File: config.mk
export PLATFORM = sky130hd
export DESIGN_NAME = lsu_subword
export DESIGN_NICKNAME = d
export VERILOG_FILES = /design/src/rtl/lsu_subword.sv
export SDC_FILE = /design/constraint.sdc
export NUM_CORES = 1
export LEC_CHECK = 0
export CAP_MARGIN = 0
export CELL_PAD_IN_SITES_DETAIL_PLACEMENT = 1
export CELL_PAD_IN_SITES_GLOBAL_PLACEMENT = 1
export CORE_UTILIZATION = 31
export DETAILED_ROUTE_END_ITERATION = 7
export GPL_ROUTABILITY_DRIVEN = 0
export HOLD_SLACK_MARGIN = 0.05
export PLACE_DENSITY = 0.74
export SLEW_MARGIN = 40
export SYNTH_ARGS = -nofsm -noshare
export SYNTH_HDL_FRONTEND = slang
export SYNTH_SLANG_ARGS = --single-unit
File: constraint.sdc
create_clock -name clk -period 3.4 [get_ports clk]
set_clock_uncertainty 0.2 [all_clocks]
set_input_delay 0.68 -clock clk [delete_from_list [all_inputs] [get_ports clk]]
set_output_delay 0.68 -clock clk [all_outputs]
set_load 0.005 [all_outputs]
File: src/rtl/lsu_subword.sv
// lsu_subword: load/store unit between the core memory stage and a word-only
// data memory (single write enable, one-cycle read latency).
// Sub-word stores become read-modify-write. Loads are lane-extracted and
// sign/zero-extended. Misaligned or out-of-range requests get an error
// response and never touch memory.
//
// Ports:
//   clk, rst           clock, asynchronous active-high reset
//   req_valid/ready    core request handshake (ready only in IDLE)
//   req_we             1 = store, 0 = load
//   req_size           00 byte, 01 half, 10 word, 11 illegal
//   req_unsigned       zero-extend sub-word load results
//   req_addr           byte address
//   req_wdata          right-aligned store data
//   resp_valid         one-cycle completion pulse
//   resp_err           request rejected (qualified by resp_valid)
//   resp_rdata         load result, 0 for stores and errors
//   mem_addr           {word index, 2'b00} to data memory, 0 in IDLE
//   mem_wdata/mem_we   write port to data memory
//   mem_rdata          read data, valid one cycle after the address
module lsu_subword #(
   parameter logic [31:0] BASE = 32'h8000_0000,
   parameter int unsigned AW   = 10
) (
   input  logic        clk,
   input  logic        rst,
   input  logic        req_valid,
   output logic        req_ready,
   input  logic        req_we,
   input  logic [1:0]  req_size,
   input  logic        req_unsigned,
   input  logic [31:0] req_addr,
   input  logic [31:0] req_wdata,
   output logic        resp_valid,
   output logic        resp_err,
   output logic [31:0] resp_rdata,
   output logic [31:0] mem_addr,
   output logic [31:0] mem_wdata,
   output logic        mem_we,
   input  logic [31:0] mem_rdata
);

   // Byte span of the data memory; 33 bits so large AW cannot overflow.
   localparam logic [32:0] LIMIT = 33'(4) << AW;

   typedef enum logic [2:0] {
      S_IDLE,
      S_READ,
      S_WAIT,
      S_WRITE,
      S_RESP
   } state_t;

   state_t state, state_nx;

   logic          we_q;
   logic [1:0]    size_q;
   logic          uns_q;
   logic [1:0]    lane_q;
   logic [AW-1:0] idx_q;
   logic [31:0]   wdata_q;
   logic [31:0]   wbuf_q;
   logic [31:0]   rdata_q;
   logic          err_q;

   logic [31:0]   off;
   logic          bad;
   logic          word_store;
   logic [7:0]    ld_byte;
   logic [15:0]   ld_half;
   logic [31:0]   ld_val;
   logic [31:0]   merged;

   // Request decode at accept: offset into memory and rejection conditions.
   always_comb begin
      off        = req_addr - BASE;
      bad        = 1'b0;
      if (req_size == 2'b11)                              bad = 1'b1;
      if ((req_size == 2'b01) && req_addr[0])             bad = 1'b1;
      if ((req_size == 2'b10) && (req_addr[1:0] != 2'b00)) bad = 1'b1;
      if ({1'b0, off} >= LIMIT)                           bad = 1'b1;
      word_store = req_we && (req_size == 2'b10);
   end

   // Load extraction and store merge, both from the returned memory word.
   always_comb begin
      ld_byte = 8'(mem_rdata >> {lane_q, 3'b000});
      ld_half = 16'(mem_rdata >> {lane_q[1], 4'b0000});
      ld_val  = mem_rdata;
      merged  = mem_rdata;
      case (size_q)
         2'b00: begin
            ld_val = uns_q ? {24'h0, ld_byte} : {{24{ld_byte[7]}}, ld_byte};
            merged[{lane_q, 3'b000} +: 8] = wdata_q[7:0];
         end
         2'b01: begin
            ld_val = uns_q ? {16'h0, ld_half} : {{16{ld_half[15]}}, ld_half};
            merged[{lane_q[1], 4'b0000} +: 16] = wdata_q[15:0];
         end
         default: ;
      endcase
   end

   // State register.
   always_ff @(posedge clk or posedge rst) begin
      if (rst) state <= S_IDLE;
      else     state <= state_nx;
   end

   // Next-state and state-decoded outputs.
   always_comb begin
      state_nx   = state;
      req_ready  = 1'b0;
      resp_valid = 1'b0;
      mem_we     = 1'b0;
      mem_addr   = 32'h0;
      case (state)
         S_IDLE: begin
            req_ready = 1'b1;
            if (req_valid) begin
               if (bad)             state_nx = S_RESP;
               else if (word_store) state_nx = S_WRITE;
               else                 state_nx = S_READ;
            end
         end
         S_READ: begin
            mem_addr = 32'({idx_q, 2'b00});
            state_nx = S_WAIT;
         end
         S_WAIT: begin
            mem_addr = 32'({idx_q, 2'b00});
            state_nx = we_q ? S_WRITE : S_RESP;
         end
         S_WRITE: begin
            mem_addr = 32'({idx_q, 2'b00});
            mem_we   = 1'b1;
            state_nx = S_RESP;
         end
         S_RESP: begin
            mem_addr   = 32'({idx_q, 2'b00});
            resp_valid = 1'b1;
            state_nx   = S_IDLE;
         end
         default: state_nx = S_IDLE;
      endcase
   end

   // Request latch, write buffer and response registers.
   always_ff @(posedge clk or posedge rst) begin
      if (rst) begin
         we_q    <= 1'b0;
         size_q  <= 2'b00;
         uns_q   <= 1'b0;
         lane_q  <= 2'b00;
         idx_q   <= '0;
         wdata_q <= 32'h0;
         wbuf_q  <= 32'h0;
         rdata_q <= 32'h0;
         err_q   <= 1'b0;
      end else begin
         case (state)
            S_IDLE: begin
               if (req_valid) begin
                  we_q    <= req_we;
                  size_q  <= req_size;
                  uns_q   <= req_unsigned;
                  lane_q  <= req_addr[1:0];
                  idx_q   <= off[AW+1:2];
                  wdata_q <= req_wdata;
                  err_q   <= bad;
                  if (!bad && word_store) wbuf_q <= req_wdata;
               end
            end
            S_WAIT: begin
               if (we_q) wbuf_q  <= merged;
               else      rdata_q <= ld_val;
            end
            S_RESP: begin
               err_q   <= 1'b0;
               rdata_q <= 32'h0;
            end
            default: ;
         endcase
      end
   end

   assign resp_err   = err_q;
   assign resp_rdata = rdata_q;
   assign mem_wdata  = wbuf_q;

endmodule

==> results of run 1 <==
-- state kept, by name, summed over array words and instances, names as in the netlist --
name	cells
size_q	2
idx_q	10
resp_rdata	32
we_q	1
mem_wdata	32
resp_err	1
uns_q	1
state	3
lane_q	2
wdata_q	16
-- cell type report --
| class | count | area, µm² |
|---|---|---|
| sequential | 100 | 2500 |
| clock inverter | 6 | 88.8 |
| tap | 229 | 287 |
| multi-input combinational | 430 | 2950 |
| fill | 2009 | 10100 |
| clock buffer | 10 | 229 |
| inverter | 8 | 33.8 |
| timing repair buffer | 191 | 1910 |
-- worst max-delay path: stages (launching register included) --
cell	delay, ns
sky130_fd_sc_hd__dfrtp_1	0.47
sky130_fd_sc_hd__nor2_1	0.36
sky130_fd_sc_hd__xnor2_2	0.27
sky130_fd_sc_hd__and2_1	0.22
sky130_fd_sc_hd__clkdlybuf4s50_1	0.51
-- cells in the final DEF (no fill, tap or decap), types with 16 or more instances in the layout --
| master | synthesis | routed |
|---|---|---|
| sky130_fd_sc_hd__a21oi_1 | 42 | 42 |
| sky130_fd_sc_hd__a22o_1 | 23 | 23 |
| sky130_fd_sc_hd__clkdlybuf4s50_1 | 0 | 180 |
| sky130_fd_sc_hd__conb_1 | 1 | 22 |
| sky130_fd_sc_hd__dfrtp_1 | 100 | 100 |
| sky130_fd_sc_hd__mux2_2 | 25 | 25 |
| sky130_fd_sc_hd__mux2_4 | 20 | 20 |
| sky130_fd_sc_hd__nand2_1 | 78 | 78 |
| sky130_fd_sc_hd__nand2b_1 | 18 | 18 |
| sky130_fd_sc_hd__nor2_1 | 44 | 44 |
| sky130_fd_sc_hd__o21ai_0 | 16 | 16 |
-- stage by stage --
stage                     total power, mW  cells  cell area, µm²
after floorplan                      1.71    599            5840
after global placement               1.98    958            7680
after detailed placement             2.01    958            7680
after CTS                            3.13    974            8000
after global routing                 3.25    974            8000
final                                3.11    974            8000
-- per-layer routing --
layer  wire length, µm  GRT usage (%)  vias up
met3              1640           5.72       23
met5                 0              0        -
li1                  -              -     2392
met1              8630           29.3     2709
met2              9870           35.5      234
met4               316           5.32        0
-- kinds of logic after synthesis --
| group | count (synthesis) | synth area share [%] |
|---|---|---|
| flops | 100 | 43.5 |
| buf+inv | 69 | 7.04 |
| simple gates | 196 | 16.5 |
| compound gates | 155 | 19.7 |
| other cells | 1 | 0.0651 |
| mux | 51 | 12.0 |
| fa+ha+maj | 5 | 1.09 |
| xor+xnor | 1 | 0.152 |
-- final timing paths --
kind / endpoint / cells after the start
worst max-delay path: mem_addr[9] / 4
worst min-delay path: idx_q[3] / 2
worst max register to register: mem_wdata[13] / 7
worst min register to register: idx_q[3] / 2
max in group asynchronous: mem_wdata[23] / 3
min in group asynchronous: resp_rdata[29] / 2
-- Yosys cell counts, types with 11 or more instances --
library cell / number / area (µm²)
sky130_fd_sc_hd__nand2_1: 78 / 293
sky130_fd_sc_hd__buf_2: 15 / 75.1
sky130_fd_sc_hd__o21ai_0: 16 / 80.1
sky130_fd_sc_hd__buf_4: 26 / 195
sky130_fd_sc_hd__mux2_4: 20 / 300
sky130_fd_sc_hd__a21oi_1: 42 / 210
sky130_fd_sc_hd__mux2_2: 25 / 282
sky130_fd_sc_hd__a222oi_1: 12 / 120
sky130_fd_sc_hd__clkbuf_1: 15 / 56.3
sky130_fd_sc_hd__and2_1: 12 / 75.1
sky130_fd_sc_hd__nor2_1: 44 / 165
sky130_fd_sc_hd__dfrtp_1: 100 / 2500
sky130_fd_sc_hd__nand2b_1: 18 / 113
sky130_fd_sc_hd__a22o_1: 23 / 201
sky130_fd_sc_hd__a31oi_1: 11 / 68.8
-- where the power goes --
part	switching, mW	internal (mW)
registers	0.0694	1.24
logic	0.377	0.305
clock network	0.468	0.645
total	0.915	2.19
==> metrics list, run 1 <==
- In the routed design, unresolved DRC markers number 28.
- The most used flip-flop cell after synthesis is sky130_fd_sc_hd__dfrtp_1.
- The floorplan step defined a core boundary enclosing 18100 µm².
- The number of hold violations in the final report is 0.
- Max-Cap Viols: 0
- Ys Warns: 0
- Leakage power: 3.47 nW
* Count of buffers from port buffering: 180
- Setup violations remaining at the end of the flow were counted as 0.
* Pwr Density: 388 nW/µm²
* I/O pin cnt: 203
- First-pass GRT wire length: 32400 µm
* Hpwl dp: 15600 µm
- Global routing finished with a remaining overflow of 0.
- Setup repair after global routing left no endpoint under its margin.
- Counting the buffers created by CTS gives 9.
* Max-slew headroom at the worst pin: 43.6%
- CTS saw 100 sinks.
- Before antenna repair, the detailed router went through 8 iterations.
* Crit path capture type: output port
- Across all hold checks on the routed design, the worst slack comes to 0.277 ns.
* H-tree depth: 3
- Using the TritonRoute via totals, the vias-per-cell ratio works out to 5.50.
- Buffers added to address setup during post-CTS repair amount to 0.
- The initial utilization of the core area, before any placement, comes to 31.8%.
- 0 antenna diodes ended up in the layout.
- 1st-iter DRT viols: 526
- Origin of the worst setup path: state[0]
- Entering global routing, the biggest net connects 65 pins.
- Status: complete, but fails checks
- Routed wirelength normalized by instance count: 21.0 µm
- Global routing used 22.0% of the available tracks.
* Number of cells upsized or downsized after cts: 0
* Setup WS pre-CTS: 0.469 ns
- Data arrival time at the worst-slack endpoint: 2.18 ns
- Summed over all failing endpoints, the final setup total negative slack is 0 ns.
- From left edge to right edge, the die measures 138 µm.
- The area growth from synthesis to layout is 39.0%.
* Worst setup slack for register-to-register paths: 0.68 ns
- Layout cells sized above 1: 11.9%
* Die Height: 138 µm
- The cell area that synthesis handed to floorplanning was 5760 µm².
* Cell Rows: 49
- Post-synth EDFFs: 0
- Max Fclk: 0.326 GHz
- TritonCTS built the clock tree.
* FF+latch count, synth: 100
- Final Max Slew Viols: 0
* Peak supply drop: 0.222 mV
- In this run, post-CTS hold repair placed 0 buffers.
* CP Data Required Time: 2.52 ns
- The number of global-route vias before repair was 5624.
- The clock reaches the later pin of the worst-skew pair after 0.36 ns.
* Total number of vias: 5358
* Post-synthesis cell type count: 58
* Cell count after synthesis: 578
* Detail Route Antenna Nets: 0
- Part of the Yosys area used for sequential elements: 43.5%
- In this run the critical register-to-register path is launched from lane_q[1].
- For this run, asynchronously set or reset flops after synthesis account for 100%.
- In this run the deepest clock path goes through 2 buffers.
- The number of antenna violations at the first check in global routing came to 0.
* Slack of the critical path: 0.335 ns
- By startpoint and endpoint, the worst setup path is classified as reg2out.
- Clock transition at path regs: 0.07 ns
* Hold Crit Start: idx_q[3]
* Critical Path Start Type: flip-flop
- Nets: 848
- For the pin with the worst max-slew slack, the measured transition is 0.847 ns.
- Final min period: 3.06 ns
- The routed design has 20500 µm of wire.
- Worst min-delay path class: reg2reg
- Along the worst path, the maximum fanout reaches 10.
- Each instance of the synthesized netlist takes up on average 9.96 µm².
* Finished Core Util: 44.3%
* Die outline area: 19100 µm²
* Violations in the final reports: DRC
- Period Utilization, post-route: 90.1%
- Root buffer selected by CTS: sky130_fd_sc_hd__clkbuf_16
No activity file was read; power rests on OpenSTA's default activity.
==> run 2, diff against run 1 <==
Settings changed: PLACE_DENSITY 0.74 to unset, PLACE_DENSITY_LB_ADDON set to 0.05.
==> run 2 against run 1 <==
The run still ends with DRC left; first-iteration DRC count is 25% lower; die area unchanged; design area is essentially flat; critical endpoint is now mem_addr[10]; sequential share of layout area barely moved; setup slack worse by 0.016 ns; sequential power is essentially flat; via count fell by 3.6%; non-clock buffer count rose by 5; flip-flop and latch count unchanged; clock power fell by 9%; cell count up 0.41%; maximum frequency decreased by 0.51%; largest power group unchanged.
==> metrics list, run 2 (synthesized netlist as in run 1, its figures left out) <==
- Data on the critical path arrives at its endpoint at 2.20 ns.
* Count of buffers from port buffering: 180
* CTS Hold Bufs: 0
* Area growth, synth to finish: 39.0%
- The first global-routing pass estimated 32000 µm of wire.
- TritonCTS built the clock tree.
* Antenna violations before repair: 0
* Initial Util: 31.8%
* CP Data Required Time: 2.52 ns
* Die outline area: 19100 µm²
* Max Fclk: 0.325 GHz
- Hold Crit Start: idx_q[4]
* Source of the worst register-to-register timing path: lane_q[0]
* Vias in the first global route: 5373
- Post-CTS setup-driven buffer insertion count: 0
- Commonest non-fill, non-tap cells in the layout: sky130_fd_sc_hd__clkdlybuf4s50_1, sky130_fd_sc_hd__dfrtp_1, sky130_fd_sc_hd__nand2_1
* Clock latency at the later pin of the worst-skew pair: 0.36 ns
* Period Utilization, post-route: 90.6%
* Endpoint of the lowest-slack register-to-register path: mem_wdata[8]
* Final min period: 3.08 ns
* Worst min-delay path class: reg2reg
- Using the TritonRoute via totals, the vias-per-cell ratio works out to 5.28.
- Die X-Extent: 138 µm
- For the worst flop-to-flop path, the logic depth is 8.
* Layout cells sized above 1: 12.6%
- STA classifies the critical path endpoint as an output port.
* Pwr Density: 376 nW/µm²
* Worst Path Class, Setup: reg2out
- Pin count of the biggest net entering global routing: 51
* Nets: 853
- For this design the top-level I/O count stands at 203.
- In this run the worst path has a maximum fanout of 10.
- Post-place instance area: 7720 µm²
- Max-slew headroom at the worst pin: 55.5%
- Root buffer selected by CTS: sky130_fd_sc_hd__clkbuf_16
- Final design area excluding fillers: 8000 µm²
* Number of cells upsized or downsized after cts: 0
- For this run the aggregate overflow at the end of global routing stands at 0.
* Number of diodes: 0
- Area of the core: 18100 µm²
* Max-Cap Viols: 0
- Setup TNS: 0 ns
- The worst hold path terminates at idx_q[4].
* Setup WS pre-CTS: 0.490 ns
- The run finished, with violations left.
- In the final routed layout, each cell accounts on average for 20.9 µm.
- Number of hold-slack violations in the final timing report: 0
- After filler insertion, the fill cell instance count of the layout stands at 2039.
- For the pin with the worst max-slew slack, the measured transition is 0.665 ns.
- Leading cell type in the layout, fill and taps excluded: sky130_fd_sc_hd__clkdlybuf4s50_1
- Total number of vias: 5163
* Peak supply drop: 0.270 mV
- Buffers inserted during clock tree synthesis total 9.
* DRC violations left: 24
* Slack of the critical path: 0.320 ns
- The final count of pins violating max slew is 0.
* Leakage power: 3.48 nW
* Critical Path Start Type: flip-flop
- Setup violations remaining at the end of the flow were counted as 0.
* Finished Core Util: 44.2%
* Num Clock Sinks: 100
* Die Height: 138 µm
- Summed over all nets, the half-perimeter wirelength after detailed placement is 15800 µm.
* Worst setup slack for register-to-register paths: 0.85 ns
* Clock transition at path regs: 0.07 ns
- For this run, the total global-route usage over all layers was measured as 21.7%.
* Total wire length after detailed routing: 20400 µm
- Instance count along the most critical hold path: 2
- Worst hold slack: 0.269 ns
* Cell Rows: 49
* H-tree depth: 3
* Unrepaired setup endpoints after global routing: false
* Detailed-router iteration count before antenna repair: 8
* Violations in the final reports: DRC
* 1st-iter DRT viols: 393
* Detail Route Antenna Nets: 0
- The clock passes through at most 2 buffers.
-- run 2: changes by cell type in the layout (fill, tap and decap cells not counted), sizes merged --
cell    before  now
buf         11   16
bufinv       2    0
clkbuf      10   11
-- run 2: worst max path at each step --
stage	from	endpoint	slack (ns)	depth (start not counted)
5_1_grt	state[0]	mem_addr[10]	0.19	4
2_1_floorplan	lane_q[1]	mem_wdata[8]	0.69	11
3_3_place_gp	req_size[0]	mem_wdata[30]	0.55	7
6_report	state[0]	mem_addr[10]	0.32	4
3_5_place_dp	req_size[0]	mem_wdata[16]	0.49	7
4_1_cts	state[0]	mem_addr[10]	0.13	4
-- run 2: power by group --
| part | internal [mW] | switching, mW | leakage, nW |
|---|---|---|---|
| clock | 0.531 | 0.478 | 0.133 |
| combinational | 0.311 | 0.382 | 2.01 |
| sequential | 1.24 | 0.0614 | 1.33 |
| total | 2.09 | 0.921 | 3.48 |
-- run 2: final cells by class --
type                    instances  area (µm²)  area share (%)
clock buffers                  11         253            3.16
clock inverters                 4        25.0           0.313
inverters                       8        33.8           0.422
multi-input cells             430        2950            36.9
flip-flops and latches        100        2500            31.3
well taps                     229         287            3.58
repair buffers                196        1950            24.3
-- run 2: per-stage QoR --
stage | cells | power [mW]
final | 978 | 3.01
after global routing | 978 | 3.15
after CTS | 978 | 3.04
after detailed placement | 963 | 2.02
after global placement | 963 | 2.01
after floorplan | 599 | 1.71
-- run 2: worst max-delay path, cell delays in order, from the launching register on --
cell and delay [ns]:
sky130_fd_sc_hd__dfrtp_1 0.47, sky130_fd_sc_hd__nor2_1 0.43, sky130_fd_sc_hd__xnor2_2 0.25, sky130_fd_sc_hd__and2_1 0.19
sky130_fd_sc_hd__clkdlybuf4s50_1 0.52
-- run 2: layer usage --
layer / GRT usage, % / share of wire, % / up-vias
met5: 0 / 0 / -
li1: - / - / 2384
met3: 4.75 / 6.0 / 19
met1: 29.0 / 45 / 2585
met2: 36.0 / 48 / 175
met4: 4.79 / 1.3 / 0
